`src/rtl/core_loader_pkg.sv`:
```
// Shared definitions for the s_core loader.
// Holds the loader command codes, the loader FSM state encoding and the
// widths of the packet counter and stream word.
package core_loader_pkg;

  localparam int unsigned WORD_W = 32;
  localparam int unsigned CNT_W  = 16;
  localparam int unsigned RIDX_W = 5;

  // Header command codes carried in i_word[31:28]
  localparam logic [3:0] CMD_IMEM = 4'h1;
  localparam logic [3:0] CMD_REG  = 4'h2;
  localparam logic [3:0] CMD_RUN  = 4'h3;
  localparam logic [3:0] CMD_HALT = 4'h4;

  typedef enum logic [2:0] {
    ST_IDLE      = 3'd0,
    ST_IMEM_ADDR = 3'd1,
    ST_IMEM_DATA = 3'd2,
    ST_REG_DATA  = 3'd3,
    ST_RUN_ADDR  = 3'd4,
    ST_RUN_ARM   = 3'd5,
    ST_RUN       = 3'd6
  } state_e;

endpackage

```
`src/rtl/core_loader.sv`:
```
// Streaming loader for s_core: decodes header/payload packets from a
// valid/ready word stream and turns them into instruction-memory writes,
// register-file writes and a start-PC / setup-release handshake.
//
// Ports:
//   clk, rst_n              clock, asynchronous active-low reset
//   i_word, i_valid         loader stream word and its valid
//   o_ready                 word accepted on an edge where i_valid && o_ready
//   o_setup                 holds s_core in setup mode while high
//   o_pc_start_addr         start PC for s_core
//   o_inst_mem_addr/_data/_we  one-cycle instruction-memory write
//   o_load_reg_addr/_data/_we  one-cycle register-file write
//   o_error                 one-cycle protocol-error pulse
module core_loader
  import core_loader_pkg::*;
(
  input  logic                clk,
  input  logic                rst_n,
  input  logic [WORD_W-1:0]   i_word,
  input  logic                i_valid,
  output logic                o_ready,
  output logic                o_setup,
  output logic [WORD_W-1:0]   o_pc_start_addr,
  output logic [WORD_W-1:0]   o_inst_mem_addr,
  output logic [WORD_W-1:0]   o_inst_mem_data,
  output logic                o_inst_mem_we,
  output logic [RIDX_W-1:0]   o_load_reg_addr,
  output logic [WORD_W-1:0]   o_load_reg_data,
  output logic                o_load_reg_we,
  output logic                o_error
);

  state_e              state_q;
  logic [CNT_W-1:0]    cnt_q;
  logic [WORD_W-1:0]   addr_q;
  logic [RIDX_W-1:0]   reg_idx_q;
  logic                ready_q;
  logic                setup_q;
  logic [WORD_W-1:0]   pc_q;
  logic [WORD_W-1:0]   imem_addr_q;
  logic [WORD_W-1:0]   imem_data_q;
  logic                imem_we_q;
  logic [RIDX_W-1:0]   reg_addr_q;
  logic [WORD_W-1:0]   reg_data_q;
  logic                reg_we_q;
  logic                error_q;

  logic                xfer;
  logic [3:0]          cmd;

  assign xfer = i_valid && ready_q;
  assign cmd  = i_word[31:28];

  // Loader FSM with registered strobes and handshake outputs
  always_ff @(posedge clk or negedge rst_n) begin
    if (!rst_n) begin
      state_q     <= ST_IDLE;
      cnt_q       <= '0;
      addr_q      <= '0;
      reg_idx_q   <= '0;
      ready_q     <= 1'b0;
      setup_q     <= 1'b1;
      pc_q        <= '0;
      imem_addr_q <= '0;
      imem_data_q <= '0;
      imem_we_q   <= 1'b0;
      reg_addr_q  <= '0;
      reg_data_q  <= '0;
      reg_we_q    <= 1'b0;
      error_q     <= 1'b0;
    end else begin
      // Strobes are single-cycle; ready is only withdrawn for RUN_ARM
      imem_we_q <= 1'b0;
      reg_we_q  <= 1'b0;
      error_q   <= 1'b0;
      ready_q   <= 1'b1;

      case (state_q)
        ST_IDLE: begin
          if (xfer) begin
            case (cmd)
              CMD_IMEM: begin
                cnt_q   <= i_word[CNT_W-1:0];
                state_q <= ST_IMEM_ADDR;
              end
              CMD_REG: begin
                reg_idx_q <= i_word[RIDX_W-1:0];
                state_q   <= ST_REG_DATA;
              end
              CMD_RUN:  state_q <= ST_RUN_ADDR;
              CMD_HALT: state_q <= ST_IDLE;
              default:  error_q <= 1'b1;
            endcase
          end
        end

        ST_IMEM_ADDR: begin
          if (xfer) begin
            addr_q  <= {i_word[WORD_W-1:2], 2'b00};
            state_q <= (cnt_q == '0) ? ST_IDLE : ST_IMEM_DATA;
          end
        end

        ST_IMEM_DATA: begin
          if (xfer) begin
            imem_addr_q <= addr_q;
            imem_data_q <= i_word;
            imem_we_q   <= 1'b1;
            addr_q      <= addr_q + WORD_W'(4);
            cnt_q       <= cnt_q - CNT_W'(1);
            if (cnt_q == CNT_W'(1)) begin
              state_q <= ST_IDLE;
            end
          end
        end

        ST_REG_DATA: begin
          if (xfer) begin
            // x0 is hardwired in s_core, so the write is silently dropped
            if (reg_idx_q != '0) begin
              reg_addr_q <= reg_idx_q;
              reg_data_q <= i_word;
              reg_we_q   <= 1'b1;
            end
            state_q <= ST_IDLE;
          end
        end

        ST_RUN_ADDR: begin
          if (xfer) begin
            pc_q    <= i_word;
            ready_q <= 1'b0;
            state_q <= ST_RUN_ARM;
          end
        end

        // One dead cycle so the start PC is stable before setup drops
        ST_RUN_ARM: begin
          setup_q <= 1'b0;
          state_q <= ST_RUN;
        end

        ST_RUN: begin
          if (xfer) begin
            if (cmd == CMD_HALT) begin
              setup_q <= 1'b1;
              state_q <= ST_IDLE;
            end else begin
              error_q <= 1'b1;
            end
          end
        end

        default: state_q <= ST_IDLE;
      endcase
    end
  end

  assign o_ready         = ready_q;
  assign o_setup         = setup_q;
  assign o_pc_start_addr = pc_q;
  assign o_inst_mem_addr = imem_addr_q;
  assign o_inst_mem_data = imem_data_q;
  assign o_inst_mem_we   = imem_we_q;
  assign o_load_reg_addr = reg_addr_q;
  assign o_load_reg_data = reg_data_q;
  assign o_load_reg_we   = reg_we_q;
  assign o_error         = error_q;

endmodule

```
`config.mk`:
```
export PLATFORM = sky130hd
export DESIGN_NAME = core_loader
export DESIGN_NICKNAME = d
export VERILOG_FILES = /design/src/rtl/core_loader_pkg.sv /design/src/rtl/core_loader.sv
export SDC_FILE = /design/constraint.sdc
export NUM_CORES = 1
export LEC_CHECK = 0
export ABC_AREA = 1
export CORE_MARGIN = 2
export CORE_UTILIZATION = 45
export DETAILED_ROUTE_END_ITERATION = 16
export GPL_ROUTABILITY_DRIVEN = 0
export PLACE_DENSITY = 0.71
export SLEW_MARGIN = 20
export SYNTH_ARGS = -nofsm -noshare
export SYNTH_HDL_FRONTEND = slang
export SYNTH_SLANG_ARGS = --single-unit
export TNS_END_PERCENT = 5
```
`constraint.sdc`:
```
create_clock -name clk -period 2 [get_ports clk]
set_input_delay 0.4 -clock clk [delete_from_list [all_inputs] [get_ports clk]]
set_output_delay 0.4 -clock clk [all_outputs]
set_load 0.01 [all_outputs]
```
Word-level counts from Yosys, hierarchy flattened
Cells that the tools add are included.
{"block": "word_totals", "regBits": 194, "inputBits": 35, "out_inout_bits": 138, "wordCells": 86}
{"block": "op_classes", "reduce_logical": 16, "n_eq_ne": 21, "n_addsub": 2, "muxes": 33}
{"cell": "two-way mux 32 bit", "n": 2}
{"cell": "case mux 32 bit (2 select lines)", "n": 1}
{"cell": "two-way mux 16 bit", "n": 3}
{"cell": "adder 32 x 3 -> 32 bit (second input constant)", "n": 1}
{"cell": "case mux 16 bit (2 select lines)", "n": 1}
{"cell": "two-way mux 3 bit", "n": 8}
{"cell": "case mux 3 bit (7 select lines)", "n": 1}
{"cell": "equality test 16 x 1 -> 1 bit (second input constant)", "n": 1}
{"cell": "logical NOT 16 bit", "n": 1}
{"cell": "!= test 2 bit (second input constant)", "n": 8}
{"cell": "subtractor 16 x 1 -> 16 bit (second input constant)", "n": 1}
{"cell": "two-way mux 1 bit", "n": 13}
{"cell": "case mux 3 bit (4 select lines)", "n": 1}
{"cell": "AND reduction 3 bit", "n": 4}
{"cell": "equality test 3 bit (second input constant)", "n": 3}
{"cell": "AND reduction 9 bit", "n": 1}
{"cell": "equality test 4 x 2 -> 1 bit (second input constant)", "n": 2}
{"cell": "equality test 3 x 2 -> 1 bit (second input constant)", "n": 2}
{"cell": "nonzero test 2 bit", "n": 3}
{"cell": "!= test 5 x 2 -> 1 bit (second input constant)", "n": 1}
{"cell": "nonzero test 5 bit", "n": 1}
{"cell": "equality test 4 x 1 -> 1 bit (second input constant)", "n": 1}
{"cell": "equality test 4 x 3 -> 1 bit (second input constant)", "n": 1}
{"cell": "case mux 1 bit (2 select lines)", "n": 2}
{"cell": "8 further kinds", "n": 9}

Longest topological paths before layout
Gate-level depths: netlist of run 1.
{"block": "depth", "depth_word": 5, "ltp_mapped": 11}

Worst setup path before layout of run 1
Ideal clock, no wire load.
{"block": "synth_timing", "path_kind": "register -> register", "from": "register addr_q[2]", "to": "register addr_q[28]", "t_arrival_ns": 1.408, "stages_incl_launch_ff": 11, "slack_ns": 0.475, "n_path_buf": 0, "synth_period_minus_slack_ns": 1.525, "cell_sequence": "dfrtp_1 > ha_1 > nand2_1 > nor2_1 > nand2_1 > nor2_1 > nand2_1 > nand2_1 > nand3_1 > nand2_1 > nand2_1"}
{"block": "synth_via", "elab_chain_len": 3}
{"item": "start: declaration", "line": "core_loader.sv:35", "text": "logic [WORD_W-1:0] addr_q;"}
{"item": "start signal: assignment", "line": "core_loader.sv:99", "text": "addr_q <= {i_word[WORD_W-1:2], 2'b00};"}
{"item": "start signal: assignment", "line": "core_loader.sv:109", "text": "addr_q <= addr_q + WORD_W'(4);"}
{"item": "adder 32 x 3 -> 32 bit", "line": "core_loader.sv:109"}
{"item": "two-way mux 32 bit", "line": "core_loader.sv:105", "text": "if (xfer) begin"}
{"item": "case mux 32 bit (2 select lines)", "line": "core_loader.sv:78", "text": "case (state_q)"}
Every way passes these cells. The select of a mux whose other input is x is not followed.
A chain may end at the register's enable or synchronous reset.

Worst setup path after layout of run 1
{"block": "layout_timing", "from": "register setup_q (netlist: o_setup)", "to": "output o_setup"}
{"item": "start: declaration", "line": "core_loader.sv:38", "text": "logic setup_q;"}
{"item": "start signal: assignment", "line": "core_loader.sv:62", "text": "setup_q <= 1'b1;"}
{"item": "start signal: assignment", "line": "core_loader.sv:139", "text": "setup_q <= 1'b0;"}
{"item": "start signal: assignment", "line": "core_loader.sv:146", "text": "setup_q <= 1'b1;"}
{"item": "end: declaration", "line": "core_loader.sv:22", "text": "output logic o_setup,"}
No word-level cell between the ends.

==> flow_summary.yaml, run 1 <==
placement:
  numPortBuffers: 170
  dp_hpwl_um: 19000
drt:
  via_per_inst: 5.18
  drt_iter0_markers: 700
  wl_um: 25300
  drc_errors: 0
  vias: 8169
  wl_per_cell_um: 16.1
  dr.pass1.iters: 6
  final_antenna_net_count: 0
floorplan:
  die_w_um: 146
  coreArea_sq_um: 19600
  die_h_um: 146
  rows: 51
  ioPinCount: 173
  start_util_pct: 46.1
  design.die.area_sq_um: 21200
cts:
  clk_latency_ps: 440
  clockBufferDepth: 2
  htreeDepth: 4
  cts.sinks: 190
  cts_resized: 0
  cts_tree: "done"
  root_buffer: "clkbuf_16"
  path_clk_slew_ps: 80
  cts_made_buffers: 17
critical_path:
  critPathCaptureType: "primary output"
  cp.buffers_inverters: 1
  max_stage_delay_ps: 540
  start_kind: "flip-flop"
  required_ps: 1600
  cp_max_fo: 2
  path_class: "reg2out"
  critPathTopFamily: "flip-flops"
  path_cells: "clkdlybuf4s50_1"
  worst_ep_arrival_time_ps: 1510
  cp_slowest_cell: "dfstp_2"
global_routing:
  grt_overflow_total: 0
  antenna_found_initial: 0
  grt_max_degree: 66
  grt_pass1_wl_um: 41700
  grt_usage_pct: 24.6
  grt_pass1_vias: 7832
timing:
  hold_viol: 0
  skew_ps: 12.9
  fin_crit_ps: 1910
  fmax_mhz: 524
  slew_violations: 0
  setup_viol: 0
  timing.final.crit_share_pct: 95.4
  rsz0062_at_grt: "false"
  tns_ps: 0
cells_and_area:
  drive_gt1_share_pct: 9.08
  nFillCells: 1766
  regArea_sq_um: 4760
  multi_input_area_sq_um: 3590
  nets: 1336
  n_antenna_cell: 0
  syn_to_final_growth_pct: 29.8
power:
  leakage_nw: 5.45
  power.density_nw_per_um2: 1580
  ir_worst_vdd_mv: 0.781
  total_power_mw: 18.5
outcome:
  status: "complete, no violations"
flow_run:
  cap_violations: 0
synthesis:
  avgSynthCellArea_sq_um: 8.03
  seq_area_frac_synth_pct: 52.7
  synth_area_sq_um: 9020
  ys_seq_elements: 190
  ys_types: 32
  synthCells: 1124
  yosys_warnings: 0
hold_path:
  hp-class: "in2async"
-- power breakdown --
part,switching [mW],internal (mW),total (mW)
logic,4.29,3.81,8.10
registers,1.32,5.57,6.89
clock network,1.75,1.71,3.46
-- cell type report --
cell class / instances / share of cell area [%]
Clock inverter: 15 / 1.54
Sequential cell: 190 / 40.6
Clock buffer: 17 / 3.63
Tap cell: 265 / 2.83
Multi-Input combinational cell: 787 / 30.7
Inverter: 100 / 3.23
Timing Repair Buffer: 202 / 17.5
-- synth_stat cells --
master    instances  area share (%)
o21ai_0          80             4.4
buf_2            24             1.3
nand4_1           6            0.42
buf_4             7            0.58
nand2_2           4            0.28
inv_1            94             3.9
xor2_1            2            0.19
o22ai_1           3            0.21
nand2_4           2            0.25
nand3_1          60             3.3
ha_1              3            0.42
a31oi_1           2            0.14
o211ai_1          2            0.17
nor2_1           99             4.1
buf_6            10             1.2
nor2_2            2            0.14
nand2_1         389              16
o21ai_1          50             2.8
a31oi_2           2            0.28
dfstp_2           1            0.29
nor3_1            4            0.22
clkbuf_1          7            0.29
dfrtp_1         189              52
nand3_4           1            0.19
o21ai_2          34             3.3
nor2_4            1            0.12
conb_1            1           0.042
a22oi_1           2            0.17
nand3b_1          3            0.25
nor4_4            1            0.24
a21oi_1          33             1.8
inv_2             6            0.25
-- sequential cells by signal, indices dropped and copies added (netlist names) --
signal	flops
o_ready	1
addr_q	30
reg_idx_q	5
o_load_reg_data	32
o_load_reg_we	1
state_q	3
o_setup	1
cnt_q	16
o_load_reg_addr	5
o_inst_mem_data	32
o_error	1
o_inst_mem_we	1
o_inst_mem_addr	30
o_pc_start_addr	32
-- kinds of logic (layout without fill, tap and decap cells) --
family | after synthesis | in the layout | synth area share (%)
AOI/OAI and AO/OA | 208 | 208 | 13.3
buffers and inverters | 148 | 334 | 7.61
adders and majority gates | 3 | 3 | 0.416
other | 1 | 2 | 0.0416
DFF | 190 | 190 | 52.7
and+or+nand+nor | 572 | 572 | 25.7
xor gates and xnor gates | 2 | 2 | 0.194
-- worst paths after layout --
check                          from             endpoint  depth (start not counted)  slack [ps]
hold reg to reg             o_setup              o_setup                          2         480
min in group clk            o_setup              o_setup                          2         480
hold / removal                rst_n  o_pc_start_addr[23]                          2         450
setup / recovery            o_setup              o_setup                          1          90
setup reg to reg           cnt_q[0]             cnt_q[8]                          8         210
max in group asynchronous     rst_n   o_inst_mem_data[9]                          3         900
-- what timing repair did --
item | in CTS | in global routing
hold buffers | 1 | 0
hold endpoints to repair | 42 | 0
setup buffers | 0 | 0
-- stage by stage --
step                utilization (%)  worst slack (ps)  instance area, sq um  cells  hold WS, ps
CTS                            59.8              73.7                 11700   1576          463
global route                   59.8              45.9                 11700   1576          491
floorplan                         -               475                  9030   1125          104
detailed placement             56.6              34.6                 11100   1543          371
finish                         59.8              91.7                 11700   1576          450
global placement               56.6              62.7                 11100   1543          368
-- per-layer routing --
layer	part of all wire, %	GRT usage [%]
met1	45	35.1
met2	46	38.6
met3	7.1	4.86
met4	2.1	7.01
met5	0	0
-- layout by cell type, fill, tap and decap left out, types with 2 or more instances in the layout --
master	Yosys	final
o21ai_2	34	34
dfrtp_1	189	189
nand3_1	60	59
nand3b_1	3	3
clkbuf_16	0	17
o21ai_1	50	50
ha_1	3	3
a31oi_2	2	2
clkinv_8	0	4
nor2_2	2	2
nor3_1	4	4
a21oi_1	33	33
o21ai_0	80	80
inv_12	0	2
o211ai_1	2	2
a22oi_1	2	2
buf_12	0	8
inv_8	0	3
buf_4	7	23
nor2_1	99	99
nand2_4	2	2
inv_6	0	5
nand2_1	389	389
nand2_2	4	4
xor2_1	2	2
inv_1	94	94
clkdlybuf4s50_1	0	169
inv_2	6	5
nand4_1	6	6
conb_1	1	2
a31oi_1	2	2
o22ai_1	3	3
Note: power is estimated with default switching activity, not from simulation.
==> run 2: changes to the inputs <==
CORE_MARGIN = not set   (was 2)
==> run 2 against run 1 <==
- flip-flop and latch count stayed put
- design area is 1.3% higher
- cell count is 0.82% higher
- fmax is 0.65% higher
- via count is 0.13% lower
- sequential power is 0.6% lower
- count of clock-buffer cells in the layout is 1 higher
==> flow_summary.yaml, run 2 (same netlist as run 1, synthesis figures left out) <==
flow_run:
  cap_violations: 0
drt:
  wl_per_cell_um: 15.8
  drc_errors: 0
  drt_iter0_markers: 531
  final_antenna_net_count: 0
  vias: 8158
  wl_um: 25100
  via_per_inst: 5.13
  dr.pass1.iters: 5
outcome:
  status: "complete, no violations"
cells_and_area:
  layout_commonest_cell: "nand2_1"
  stdcell_area_sq_um: 11900
  n_antenna_cell: 0
  drive_gt1_share_pct: 9.97
  mostFrequentLayoutCells: "389 x nand2_1, 189 x dfrtp_1, 169 x clkdlybuf4s50_1"
  syn_to_final_growth_pct: 31.4
  post-route-util_pct: 60.5
  nets: 1349
power:
  switchingPower_mw: 7.26
  power.density_nw_per_um2: 1570
  p_clk_share_pct: 18.8
  ir_worst_vdd_mv: 0.879
  seq_power_share_pct: 36.9
  power_frac_comb_pct: 44.3
  p_int_mw: 11.3
  leakage_nw: 5.53
  swShare_pct: 39.1
critical_path:
  r2r_slack_ps: 230
  required_ps: 1600
  path_class: "reg2out"
  cp_max_fo: 2
  cp.buffers_inverters: 1
  worstReg2RegStart: "state_q[0]"
  path_cells: "clkdlybuf4s50_1"
  worst_ep_arrival_time_ps: 1500
  cp_slowest_cell: "dfstp_2"
  critPathCaptureType: "primary output"
  start_kind: "flip-flop"
  reg2regPathDepth: 9
  critPathTopFamily: "flip-flops"
  max_stage_delay_ps: 540
  r2r_end: "addr_q[9]"
floorplan:
  die_w_um: 144
  coreArea_sq_um: 19600
  design.die.area_sq_um: 20600
  die_h_um: 144
  rows: 51
  ioPinCount: 173
  start_util_pct: 46.1
timing:
  fin_crit_ps: 1900
  timing.final.crit_share_pct: 94.8
  max_slew.worst_pin.slew_ps: 585
  rsz0062_at_grt: "false"
  tns_ps: 0
  slew_headroom_pct: 61.0
  skew_ps: 12.9
  hold_viol: 0
  slew_violations: 0
  fmax_mhz: 527
  setup_viol: 0
placement:
  place_area_sq_um: 11200
  numPortBuffers: 170
  dp_hpwl_um: 18600
global_routing:
  grt_usage_pct: 25.3
  met3_usage_pct: 4.43
  busiest_layer: "met2"
  grt_max_degree: 66
  use_met2_pct: 39.5
  grt_pass1_wl_um: 39900
  grt_pass1_vias: 7605
  use_met1_pct: 35.4
  grt_overflow_total: 0
  antenna_found_initial: 0
cts:
  cts_tree: "done"
  cts_made_buffers: 17
  cts.sinks: 190
  clockBufferDepth: 2
  clk_latency_ps: 440
  cts_setup_buffers: 0
  root_buffer: "clkbuf_16"
  path_clk_slew_ps: 70
  htreeDepth: 4
hold_path:
  worstHoldStart: "o_inst_mem_addr[4]"
  hold_end: "o_inst_mem_addr[4]"
  holdPathStages: 2
  hp-class: "reg2reg"
## run 2: cell count changes in the layout (fill, tap and decap cells not counted), sizes merged
cell      change
buf          +13
bufinv        +1
clkbuf        +1
clkinv        -1
clkinvlp      +2
inv           -3
## run 2: worst max-delay path by stage
stage | from | to | slack, ps | cells past startpoint
2_1_floorplan | addr_q[2] | addr_q[28] | 480 | 10
3_3_place_gp | i_valid | addr_q[9] | 10 | 8
3_5_place_dp | i_valid | addr_q[9] | 10 | 8
4_1_cts | o_setup | o_setup | 70 | 1
5_1_grt | cnt_q[0] | cnt_q[8] | 30 | 8
6_report | o_setup | o_setup | 100 | 1
## run 2: per-layer routing
layer / vias up / routed length, um
met3: 44 / 1590
met1: 3848 / 11600
met2: 308 / 11400
li1: 3958 / -
met5: - / 0
met4: 0 / 595
## run 2: per-stage QoR
| stage | setup WS, ps | hold WS (ps) | instances | total power [mW] |
|---|---|---|---|---|
| 3_3_place_gp | 10.4 | 448 | 1556 | 14.9 |
| 5_1_grt | 31.8 | 490 | 1589 | 19.9 |
| 6_report | 104 | 474 | 1589 | 18.6 |
| 2_1_floorplan | 475 | 104 | 1125 | 11.1 |
| 4_1_cts | 73.2 | 476 | 1589 | 18.6 |
| 3_5_place_dp | 14.0 | 448 | 1556 | 15.1 |
## run 2: what timing repair did
| action | CTS | global route |
|---|---|---|
| endpoints found under the setup margin | 0 | 0 |
| gates resized for setup | 0 | 0 |
| hold buffers | 1 | 0 |
| endpoints found under the hold margin | 47 | 0 |
## run 2: final cells by class
type	count	area, sq um
multi-input cells	787	3590
repair buffers	215	2200
clock inverters	14	169
well taps	265	332
fillers	1754	7730
inverters	100	378
clock buffers	18	439
flip-flops and latches	190	4760
## run 2: power by group through the flow
stage / clock [mW] / combinational, mW / sequential, mW
CTS: 3.54 / 8.26 / 6.83
finish: 3.48 / 8.23 / 6.85
floorplan: 0 / 3.82 / 7.23
detailed placement: 0 / 8.22 / 6.87
global placement: 0 / 8.04 / 6.86
global route: 3.69 / 9.11 / 7.06
==> run 3: changes to the inputs <==
SKIP_CTS_REPAIR_TIMING = 1   (was not set)
==> results of run 3 <==
No change in the layout: final DEF, timing and power equal those of run 2.
Among the figures that moved: wire length of the first global-routing pass 39900 um -> 39800 um; via count of the first global-routing pass 7605 -> 7602
